--- src/rtl/icache_ctrl_if.sv ---
// Fetch-side and memory-side signal bundle for the instruction cache controller.
// Signal suffixes are from the controller's point of view (slave modport).
interface icache_ctrl_if #(
    parameter int ADDR_W    = 64,
    parameter int MEM_TAG_W = 4
);
    // fetch side
    logic                 if_req_vld_i;
    logic [ADDR_W-1:0]    if_req_addr_i;
    logic                 if_flush_i;
    logic                 icache_vld_o;
    logic [63:0]          icache_data_o;
    logic                 icache_busy_o;
    // memory side
    logic [MEM_TAG_W-1:0] mem2ic_response_i;
    logic [63:0]          mem2ic_data_i;
    logic [MEM_TAG_W-1:0] mem2ic_tag_i;
    logic [1:0]           ic2mem_command_o;
    logic [ADDR_W-1:0]    ic2mem_addr_o;
    // statistics
    logic [31:0]          ic_hit_cnt_o;
    logic [31:0]          ic_miss_cnt_o;

    modport slave (
        input  if_req_vld_i, if_req_addr_i, if_flush_i,
        input  mem2ic_response_i, mem2ic_data_i, mem2ic_tag_i,
        output icache_vld_o, icache_data_o, icache_busy_o,
        output ic2mem_command_o, ic2mem_addr_o,
        output ic_hit_cnt_o, ic_miss_cnt_o
    );

    modport master (
        output if_req_vld_i, if_req_addr_i, if_flush_i,
        output mem2ic_response_i, mem2ic_data_i, mem2ic_tag_i,
        input  icache_vld_o, icache_data_o, icache_busy_o,
        input  ic2mem_command_o, ic2mem_addr_o,
        input  ic_hit_cnt_o, ic_miss_cnt_o
    );
endinterface

--- src/rtl/icache_ctrl.sv ---
// Direct-mapped blocking instruction cache controller: one 64-bit word per line,
// combinational hits, and a single outstanding tagged BUS_LOAD on a miss.
module icache_ctrl #(
    parameter int ADDR_W    = 64,
    parameter int LINES     = 32,
    parameter int IDX_W     = 5,
    parameter int MEM_TAG_W = 4
) (
    input  logic           clk,
    input  logic           rst,
    icache_ctrl_if.slave   bus
);
    localparam int         TAG_W    = ADDR_W - IDX_W - 3;
    localparam logic [1:0] BUS_NONE = 2'd0;
    localparam logic [1:0] BUS_LOAD = 2'd1;

    typedef enum logic [1:0] {S_IDLE, S_REQ, S_WAIT} state_t;

    state_t               state_q, state_d;
    logic [ADDR_W-1:0]    miss_addr_q, miss_addr_d;
    logic [MEM_TAG_W-1:0] pend_tag_q, pend_tag_d;
    logic [31:0]          hit_cnt_q, miss_cnt_q;

    logic [LINES-1:0]     valid_q;
    logic [TAG_W-1:0]     tag_q  [LINES];
    logic [63:0]          data_q [LINES];

    logic [IDX_W-1:0]     req_idx, fill_idx;
    logic [TAG_W-1:0]     req_tag, fill_tag;
    logic                 hit, miss_start, fill_en;
    logic [1:0]           cmd;
    logic [ADDR_W-1:0]    mem_addr;
    logic [2:0]           unused_offset;

    assign req_idx       = bus.if_req_addr_i[IDX_W+2:3];
    assign req_tag       = bus.if_req_addr_i[ADDR_W-1:IDX_W+3];
    assign fill_idx      = miss_addr_q[IDX_W+2:3];
    assign fill_tag      = miss_addr_q[ADDR_W-1:IDX_W+3];
    assign unused_offset = bus.if_req_addr_i[2:0];

    // Zero-latency hit, served in every state; suppressed while reset is held.
    assign hit = !rst && bus.if_req_vld_i && valid_q[req_idx] && (tag_q[req_idx] == req_tag);

    assign bus.icache_vld_o     = hit;
    assign bus.icache_data_o    = hit ? data_q[req_idx] : 64'd0;
    assign bus.icache_busy_o    = (state_q != S_IDLE);
    assign bus.ic2mem_command_o = cmd;
    assign bus.ic2mem_addr_o    = mem_addr;
    assign bus.ic_hit_cnt_o     = hit_cnt_q;
    assign bus.ic_miss_cnt_o    = miss_cnt_q;

    // Miss FSM: next state, memory command and fill strobe.
    always_comb begin
        state_d     = state_q;
        miss_addr_d = miss_addr_q;
        pend_tag_d  = pend_tag_q;
        cmd         = BUS_NONE;
        mem_addr    = '0;
        miss_start  = 1'b0;
        fill_en     = 1'b0;
        case (state_q)
            S_IDLE: begin
                if (bus.if_req_vld_i && !hit && !bus.if_flush_i) begin
                    miss_addr_d = {bus.if_req_addr_i[ADDR_W-1:3], 3'b000};
                    miss_start  = 1'b1;
                    state_d     = S_REQ;
                end
            end
            S_REQ: begin
                cmd      = BUS_LOAD;
                mem_addr = miss_addr_q;
                // An accepted request is in flight, so a flush cannot cancel it.
                if (bus.mem2ic_response_i != '0) begin
                    pend_tag_d = bus.mem2ic_response_i;
                    state_d    = S_WAIT;
                end else if (bus.if_flush_i) begin
                    state_d = S_IDLE;
                end
            end
            S_WAIT: begin
                if (pend_tag_q != '0 && bus.mem2ic_tag_i == pend_tag_q) begin
                    fill_en    = 1'b1;
                    pend_tag_d = '0;
                    state_d    = S_IDLE;
                end
            end
            default: state_d = S_IDLE;
        endcase
    end

    // Control state, valid bits and statistics; reset drops any outstanding miss.
    always_ff @(posedge clk) begin
        if (rst) begin
            state_q     <= S_IDLE;
            miss_addr_q <= '0;
            pend_tag_q  <= '0;
            valid_q     <= '0;
            hit_cnt_q   <= '0;
            miss_cnt_q  <= '0;
        end else begin
            state_q     <= state_d;
            miss_addr_q <= miss_addr_d;
            pend_tag_q  <= pend_tag_d;
            hit_cnt_q   <= hit_cnt_q + 32'(hit);
            miss_cnt_q  <= miss_cnt_q + 32'(miss_start);
            if (fill_en) valid_q[fill_idx] <= 1'b1;
        end
    end

    // Line tag/data storage; a fill overwrites whatever the line held.
    always_ff @(posedge clk) begin
        if (fill_en) begin
            tag_q[fill_idx]  <= fill_tag;
            data_q[fill_idx] <= bus.mem2ic_data_i;
        end
    end
endmodule

--- src/flat_wrapper.sv ---
// flat-port wrapper written by rule: the top's interface ports become plain ports
module icache_ctrl_flat 
#(
    parameter int ADDR_W    = 64,
    parameter int LINES     = 32,
    parameter int IDX_W     = 5,
    parameter int MEM_TAG_W = 4
)
  (clk, rst, bus_if_req_vld_i, bus_if_req_addr_i, bus_if_flush_i, bus_mem2ic_response_i, bus_mem2ic_data_i, bus_mem2ic_tag_i, bus_icache_vld_o, bus_icache_data_o, bus_icache_busy_o, bus_ic2mem_command_o, bus_ic2mem_addr_o, bus_ic_hit_cnt_o, bus_ic_miss_cnt_o);
  icache_ctrl_if #(.ADDR_W(ADDR_W), .MEM_TAG_W(MEM_TAG_W)) bus_i ();
  input  logic clk;
  input  logic rst;
  input wire logic [$bits(bus_i.if_req_vld_i)-1:0] bus_if_req_vld_i;
  input wire logic [$bits(bus_i.if_req_addr_i)-1:0] bus_if_req_addr_i;
  input wire logic [$bits(bus_i.if_flush_i)-1:0] bus_if_flush_i;
  input wire logic [$bits(bus_i.mem2ic_response_i)-1:0] bus_mem2ic_response_i;
  input wire logic [$bits(bus_i.mem2ic_data_i)-1:0] bus_mem2ic_data_i;
  input wire logic [$bits(bus_i.mem2ic_tag_i)-1:0] bus_mem2ic_tag_i;
  output wire logic [$bits(bus_i.icache_vld_o)-1:0] bus_icache_vld_o;
  output wire logic [$bits(bus_i.icache_data_o)-1:0] bus_icache_data_o;
  output wire logic [$bits(bus_i.icache_busy_o)-1:0] bus_icache_busy_o;
  output wire logic [$bits(bus_i.ic2mem_command_o)-1:0] bus_ic2mem_command_o;
  output wire logic [$bits(bus_i.ic2mem_addr_o)-1:0] bus_ic2mem_addr_o;
  output wire logic [$bits(bus_i.ic_hit_cnt_o)-1:0] bus_ic_hit_cnt_o;
  output wire logic [$bits(bus_i.ic_miss_cnt_o)-1:0] bus_ic_miss_cnt_o;
  assign bus_i.if_req_vld_i = bus_if_req_vld_i;
  assign bus_i.if_req_addr_i = bus_if_req_addr_i;
  assign bus_i.if_flush_i = bus_if_flush_i;
  assign bus_i.mem2ic_response_i = bus_mem2ic_response_i;
  assign bus_i.mem2ic_data_i = bus_mem2ic_data_i;
  assign bus_i.mem2ic_tag_i = bus_mem2ic_tag_i;
  assign bus_icache_vld_o = bus_i.icache_vld_o;
  assign bus_icache_data_o = bus_i.icache_data_o;
  assign bus_icache_busy_o = bus_i.icache_busy_o;
  assign bus_ic2mem_command_o = bus_i.ic2mem_command_o;
  assign bus_ic2mem_addr_o = bus_i.ic2mem_addr_o;
  assign bus_ic_hit_cnt_o = bus_i.ic_hit_cnt_o;
  assign bus_ic_miss_cnt_o = bus_i.ic_miss_cnt_o;
  icache_ctrl #(.ADDR_W(ADDR_W), .LINES(LINES), .IDX_W(IDX_W), .MEM_TAG_W(MEM_TAG_W)) u_core (.clk(clk), .rst(rst), .bus(bus_i));
endmodule
--- config.mk ---
export PLATFORM = sky130hd
export DESIGN_NAME = icache_ctrl_flat
export DESIGN_NICKNAME = d
export VERILOG_FILES = /design/src/rtl/icache_ctrl_if.sv /design/src/rtl/icache_ctrl.sv /design/src/flat_wrapper.sv
export SDC_FILE = /design/constraint.sdc
export NUM_CORES = 2
export LEC_CHECK = 0
export BUFFER_PORTS_ARGS = -buffer_cell sky130_fd_sc_hd__clkbuf_2
export CORE_MARGIN = 1.5
export CORE_UTILIZATION = 62
export CTS_CLUSTER_SIZE = 40
export DETAILED_ROUTE_END_ITERATION = 10
export PLACE_DENSITY = 0.82
export SLEW_MARGIN = 0
export SYNTH_ARGS = -nofsm -noshare
export SYNTH_HDL_FRONTEND = slang
export SYNTH_SLANG_ARGS = --single-unit
--- constraint.sdc ---
create_clock -name clk -period 9.22 [get_ports clk]
set_input_delay 0 -clock clk [delete_from_list [all_inputs] [get_ports clk]]
set_output_delay 0 -clock clk [all_outputs]
set_load 0.005 [all_outputs]
Word-level counts from Yosys, hierarchy flattened
Memories as Yosys holds them, arrays and structs flattened.
Cells that the tools add are included.
- register bits after elaboration: 163
- memory bits (writable): 3840
- input port bits: 140
- output and inout port bits: 196
- word-level logic and storage cells: 61
- memories: 2
- add/subtract/negate cells: 2
- magnitude comparators: 3
- equal/unequal tests: 8
- multiplexer cells: 21
- bitwise gates (word level): 1
- reductions and logical operators: 18
- memories (memory ; depth ; width ; read ports ; clocked after memory_dff ; wr ports ; line ; RTL):
    u_core.data_q ; 32 ; 64 ; 1 ; 0 ; 1 ; icache_ctrl.sv:26 ; logic [63:0] data_q [LINES];
    u_core.tag_q ; 32 ; 56 ; 1 ; 0 ; 1 ; icache_ctrl.sv:25 ; logic [TAG_W-1:0] tag_q [LINES];
- operator list (kind ; number):
    64-bit 2-to-1 mux ; 2
    32-bit by 1-bit adder with 32-bit output ; 2
    56-bit equality test ; 1
    32-bit OR ; 1
    5-bit by 6-bit < comparator with 1-bit output (second input constant) ; 2
    1-bit 2-to-1 mux ; 9
    2-bit 2-to-1 mux ; 4
    4-bit 2-to-1 mux ; 2
    4-bit one-hot mux with 2 select lines ; 1
    4-bit nonzero test ; 2
    1-bit logical AND ; 7
    2-bit by 1-bit inequality test with 1-bit output (second input constant) ; 3
    2-bit one-hot mux with 3 select lines ; 1
    3-bit AND reduction ; 2
    1-bit binary-select mux with 5-bit select ; 1
    1-bit demux with 5-bit select ; 1
    5-bit by 1-bit greater-or-equal comparator with 1-bit output (second input constant) ; 1
    4-bit equality test ; 1
    2-bit nonzero test ; 2
    1-bit logical NOT ; 3
    3-bit by 2-bit inequality test with 1-bit output (second input constant) ; 1
    2-bit by 1-bit equality test with 1-bit output (second input constant) ; 1
    2-bit equality test (second input constant) ; 1
    2-bit logical NOT ; 1
    2-bit AND reduction ; 1

Longest topological paths before layout
- depth in word-level cells: 10
- mapped depth: 27
- gate-level depth less buffers: 18

Least setup slack after synthesis
No wires, ideal clock.
- kind: register to register
- start point: register u_core.pend_tag_q[0]
- end point: memory u_core.data_q[8][0], enable pin
- library setup time: 602 ps
- arrival: 6253 ps
- required time: 8618 ps
- setup slack: 2365 ps
- stages on the path, launching flop included: 7
- path buffers: 0
- period minus slack after synthesis: 6855 ps
- path through: dfxtp_1 > xor2_1 > nor4_1 > nand2_1 > nor2_1 > nand3b_1 > nor2_1
- word-level cells in the longest chain between the ends: 6
- elaborated cells on any way between the ends: 7
- classes of those cells: eq/ne: 1; mux: 4; reduce/logical: 2
- RTL lines (element ; line ; RTL):
    start, declared ; icache_ctrl.sv:21 ; logic [MEM_TAG_W-1:0] pend_tag_q, pend_tag_d;
    start signal, assigned ; icache_ctrl.sv:103 ; pend_tag_q <= pend_tag_d;
    4-bit equality test or 4-bit nonzero test (tied branches) ; icache_ctrl.sv:81 ; if (pend_tag_q != '0 && bus.mem2ic_tag_i == pend_tag_q) begin
    1-bit logical AND (*) ; icache_ctrl.sv:81 ;
    1-bit 2-to-1 mux (*) ; icache_ctrl.sv:81 ;
    1-bit 2-to-1 mux (*) ; icache_ctrl.sv:61 ; case (state_q)
    1-bit 2-to-1 mux (*) ; icache_ctrl.sv:112 ; if (fill_en) begin
    1-bit 2-to-1 mux (not written as such) (*) ; icache_ctrl.sv:114 ; data_q[fill_idx] <= bus.mem2ic_data_i;
    end, declared ; icache_ctrl.sv:26 ;
Mark *: on every way between the ends. The rest lies on a longest branch, timed or not.

Final worst setup path
- start point: input port bus_if_req_addr_i[7]
- end point: register u_core.miss_addr_q[62]
- word-level cells in the longest chain between the ends: 8
- elaborated cells on any way between the ends: 10
- classes of those cells: eq/ne: 1; mux: 2; reduce/logical: 6; memory: 1
- RTL lines (element ; line ; RTL):
    start, declared ; flat_wrapper.sv:14 ; input wire logic [$bits(bus_i.if_req_addr_i)-1:0] bus_if_req_addr_i;
    parallel branches: the longest is 3 deep, another holds memory read 32 x 56 bit ; -- ;
    1-bit logical AND (*) ; icache_ctrl.sv:42 ; assign hit = !rst && bus.if_req_vld_i && valid_q[req_idx] && (tag_q[req_idx] == req_tag);
    1-bit logical NOT (*) ; icache_ctrl.sv:63 ; if (bus.if_req_vld_i && !hit && !bus.if_flush_i) begin
    1-bit logical AND (*) (2 in series) ; icache_ctrl.sv:63 ;
    2-bit AND reduction (no line) (*) ; -- ;
    end signal, assigned ; icache_ctrl.sv:102 ; miss_addr_q <= miss_addr_d;
    end, declared ; icache_ctrl.sv:20 ; logic [ADDR_W-1:0] miss_addr_q, miss_addr_d;
Every way passes the cells marked *. The select of a mux whose other input is x is not followed.
A chain may end at the register's enable or synchronous reset.

==> flow_metrics.env <==
export IMPL_status="finished with violations"
export IMPL_violations="capacitance limit, slew limit"
export IMPL_grt_max_degree=140
export IMPL_worstPathArrival_ns=7.87
export IMPL_final_max_slew_violation_count=35
export IMPL_drc=0
export IMPL_die_y_um=501.4
export IMPL_use_met3_pct=10.65
export IMPL_stdcell_count=11339
export IMPL_wl_per_cell_um=42.04
export IMPL_async_flop_share_pct=0
export IMPL_grt_pass1_wl_um=656100
export IMPL_grt_usage_pct=37.93
export IMPL_dpl_hpwl_um=213300
export IMPL_synth_simple_area_share_pct=2.564
export IMPL_yosysWarnings=0
export IMPL_drtAntennaViolNets=0
export IMPL_cts_made_buffers=386
export IMPL_core_sq_um=246400
export IMPL_hold_class="input port to flip-flop"
export IMPL_crit_buf_inv=7
export IMPL_worst_path_max_fanout=33
export IMPL_cp_num_cells=17
export IMPL_dieArea_sq_um=251400
export IMPL_synth_top_family_by_area="multiplexers"
export IMPL_slowest_stage="nor4_1"
export IMPL_met1_usage_pct=45.99
export IMPL_drive_above_1_share_pct=27.22
export IMPL_fin_skew_ns=0.06278
export IMPL_final_nets=7866
export IMPL_clock_sinks=4003
export IMPL_ys_ff_latch=4003
export IMPL_p_per_area_nw_per_um2=217.1
export IMPL_holdBufCountCts=273
export IMPL_max_stage_delay_ns=1.01
export IMPL_crit_path_end_kind="flip-flop"
export IMPL_avgSynthCellArea_sq_um=22.20
export IMPL_slew_headroom_pct=-1.868
export IMPL_yosysSeqAreaShare_pct=76.99
export IMPL_cts_path_max_buffers=4
export IMPL_antenna_found_initial=34
export IMPL_finalSetupViolCount=0
export IMPL_tritoncts="yes"
export IMPL_place_inst=10370
export IMPL_met2_usage_pct=60.54
export IMPL_rows=182
export IMPL_critPathTopFamily="buffers and inverters"
export IMPL_synthXorXnorAreaFrac_pct=0.5175
export IMPL_final_min_clock_period_ns=6.978
export IMPL_worst_slew_pin_transition_ns=1.526
export IMPL_fmax_ghz=0.1433
export IMPL_cp_common_cell="buf_4"
export IMPL_ys_flop_type="edfxtp_1"
export IMPL_synth_compound_area_share_pct=1.496
export IMPL_grt_busiest_layer="met2"
export IMPL_io_buffers=328
export IMPL_num_vias=85521
export IMPL_final_cell_mix="edfxtp_1 (3840), mux4_2 (1071), clkbuf_16 (392), clkbuf_2 (322), dlygate4sd3_1 (273)"
export IMPL_muxShareOfSynthArea_pct=17.24
export IMPL_synth_edf_count=3840
export IMPL_path_cells="dlygate4sd3_1 -> buf_4 -> buf_4 -> or3_1 -> o22ai_1 -> nor4_1 -> xnor2_1 -> o31ai_1 -> nor4_1 -> and4_1 -> nand4_1 -> buf_4 -> nor3b_2 -> buf_4 -> buf_4 -> mux2i_1 -> dlygate4sd3_1"
export IMPL_reg2reg_depth=14
export IMPL_vias_per_cell=7.542
export IMPL_syn_to_final_growth_pct=13.84
export IMPL_drtPass1Iterations=7
export IMPL_crit_type="input port to flip-flop"
export IMPL_synth_distinct_cells=67
export IMPL_hold_depth=4
export IMPL_die_x_um=501.4
export IMPL_cp_data_required_time_ns=10.11
export IMPL_syn_cell_area_sq_um=154000
export IMPL_ios=336
export IMPL_cts_resized_gates=0
export IMPL_setup_tns_ns=0
export IMPL_hold_viol_final=0
export IMPL_peakVddDrop_mv=0.2559
export IMPL_routed_wl_um=476700
export IMPL_grt_pass1_vias=86556
export IMPL_drtIter0Drc=15694
export IMPL_rsz0062_at_grt="no"
export IMPL_maxCapViolCount=1
export IMPL_clk_pin_slew_ns=0.07
export IMPL_synth_adder_area_share_pct=0.05687
export IMPL_critPathLaunchType="input port"
export IMPL_post_cts_buffers=0
export IMPL_fin_crit_sh_pct=75.68
export IMPL_final_common_cell="edfxtp_1"
export IMPL_fill_cells=12808
export IMPL_gp_congestion=0.8796
export IMPL_root_buffer="clkbuf_16"
export IMPL_initial_core_util_pct=62.51
export IMPL_p_leak_nw=56.02
export IMPL_clock_latency_ns=0.99
export IMPL_htreeDepth=5
export IMPL_grt_overflow_total=0
export IMPL_netlist_instances=6937
==> Yosys cell counts (12+ instances only) <==
cell	number	share of area, %
edfxtp_1	3840	75
mux4_2	1071	16
nand2_1	225	0.55
mux2i_1	222	1.4
clkbuf_1	182	0.44
nor2_1	182	0.44
dfxtp_1	163	2.1
nand2b_1	135	0.55
a21oi_1	98	0.32
buf_2	74	0.24
buf_1	72	0.18
and2_1	70	0.28
nand3_1	54	0.18
xor2_1	53	0.30
a22oi_1	44	0.21
o22ai_1	42	0.17
xnor2_1	38	0.22
buf_4	30	0.15
o21ai_0	24	0.078
nand4_1	23	0.093
inv_1	20	0.049
mux2_2	19	0.14
nor2b_1	18	0.073
and3_1	17	0.069
nor4_1	16	0.065
a22o_1	14	0.080
or3_1	14	0.057
a31oi_1	12	0.049
==> cell type report <==
class                      count  area, sq um  share of cell area (%)
antenna                        8        20.02                 0.01142
inverter                      20        90.09                 0.05138
multi-input combinational   2549        33970                   19.37
sequential                  4003       118600                   67.63
tap                         3312         4144                   2.364
clock inverter               177         2019                   1.152
timing repair buffer         759         5964                   3.402
clock buffer                 511        10550                   6.015
==> worst paths after layout <==
check / start / endpoint / slack [ns]
setup reg to reg: u_core.tag_q[23][34]$_DFFE_PP_ / u_core.miss_addr_q[62]$_SDFFE_PP0N_ / 2.57
setup / recovery: bus_if_req_addr_i[7] / u_core.miss_addr_q[62]$_SDFFE_PP0N_ / 2.24
hold reg to reg: u_core.bus.ic_hit_cnt_o[22]$_SDFF_PP0_ / u_core.bus.ic_hit_cnt_o[22]$_SDFF_PP0_ / 0.51
hold / removal: bus_if_req_addr_i[5] / u_core.miss_addr_q[5]$_SDFFE_PP0N_ / 0.16
==> state kept, by name, indices dropped and copies added, names as in the netlist <==
name	cells
u_core.pend_tag_q	4
u_core.miss_addr_q	61
u_core.tag_q	1792
u_core.bus.ic_miss_cnt_o	32
u_core.state_q	2
u_core.data_q	2048
u_core.bus.ic_hit_cnt_o	32
u_core.valid_q	32
==> logic make-up after synthesis <==
group | count (synthesis)
flops | 4003
mux | 1312
simple gates | 798
buf+inv | 388
compound gates | 337
xor+xnor | 91
fa+ha+maj | 7
other cells | 1
==> per-layer routing <==
metal / part of all wire [%] / vias up
li1: - / 30620
met1: 30 / 43369
met2: 48 / 9248
met3: 14 / 2242
met4: 7.8 / 42
met5: 0.060 / -
==> metrics by stage <==
stage               utilization [%]  power, mW  hold WS [ns]  cell area (sq um)  worst slack, ns
floorplan                         -      21.37       0.09887             154000            2.365
global placement              64.94      21.89        0.2677             160000            2.551
detailed placement            64.94      21.96        0.2886             160000            2.520
CTS                           71.15      37.96       0.01350             175300            2.641
global route                  71.15      38.70       0.08210             175300            2.438
finish                        71.16      38.07        0.1579             175300            2.243
==> worst register-to-register path: stages, from the launching register on <==
cell and delay, ns:
edfxtp_1 0.37, mux4_2 0.49, a221o_1 0.38, a222oi_1 0.84, xnor2_1 0.20, a2111o_1 0.15, a2111oi_0 0.06, and4b_1 0.35
nand4_1 0.25, buf_4 0.61, nor3b_2 0.45, buf_4 0.59, buf_4 0.83, mux2i_1 0.44, dlygate4sd3_1 0.59
==> power breakdown <==
group | total [mW] | internal, mW | switching (mW)
Sequential | 20.1 | 19.9 | 0.135
Combinational | 1.74 | 0.723 | 1.02
Clock | 16.3 | 9.27 | 7.00
Total | 38.1 | 29.9 | 8.15
Power figures use the tool's default switching activity.
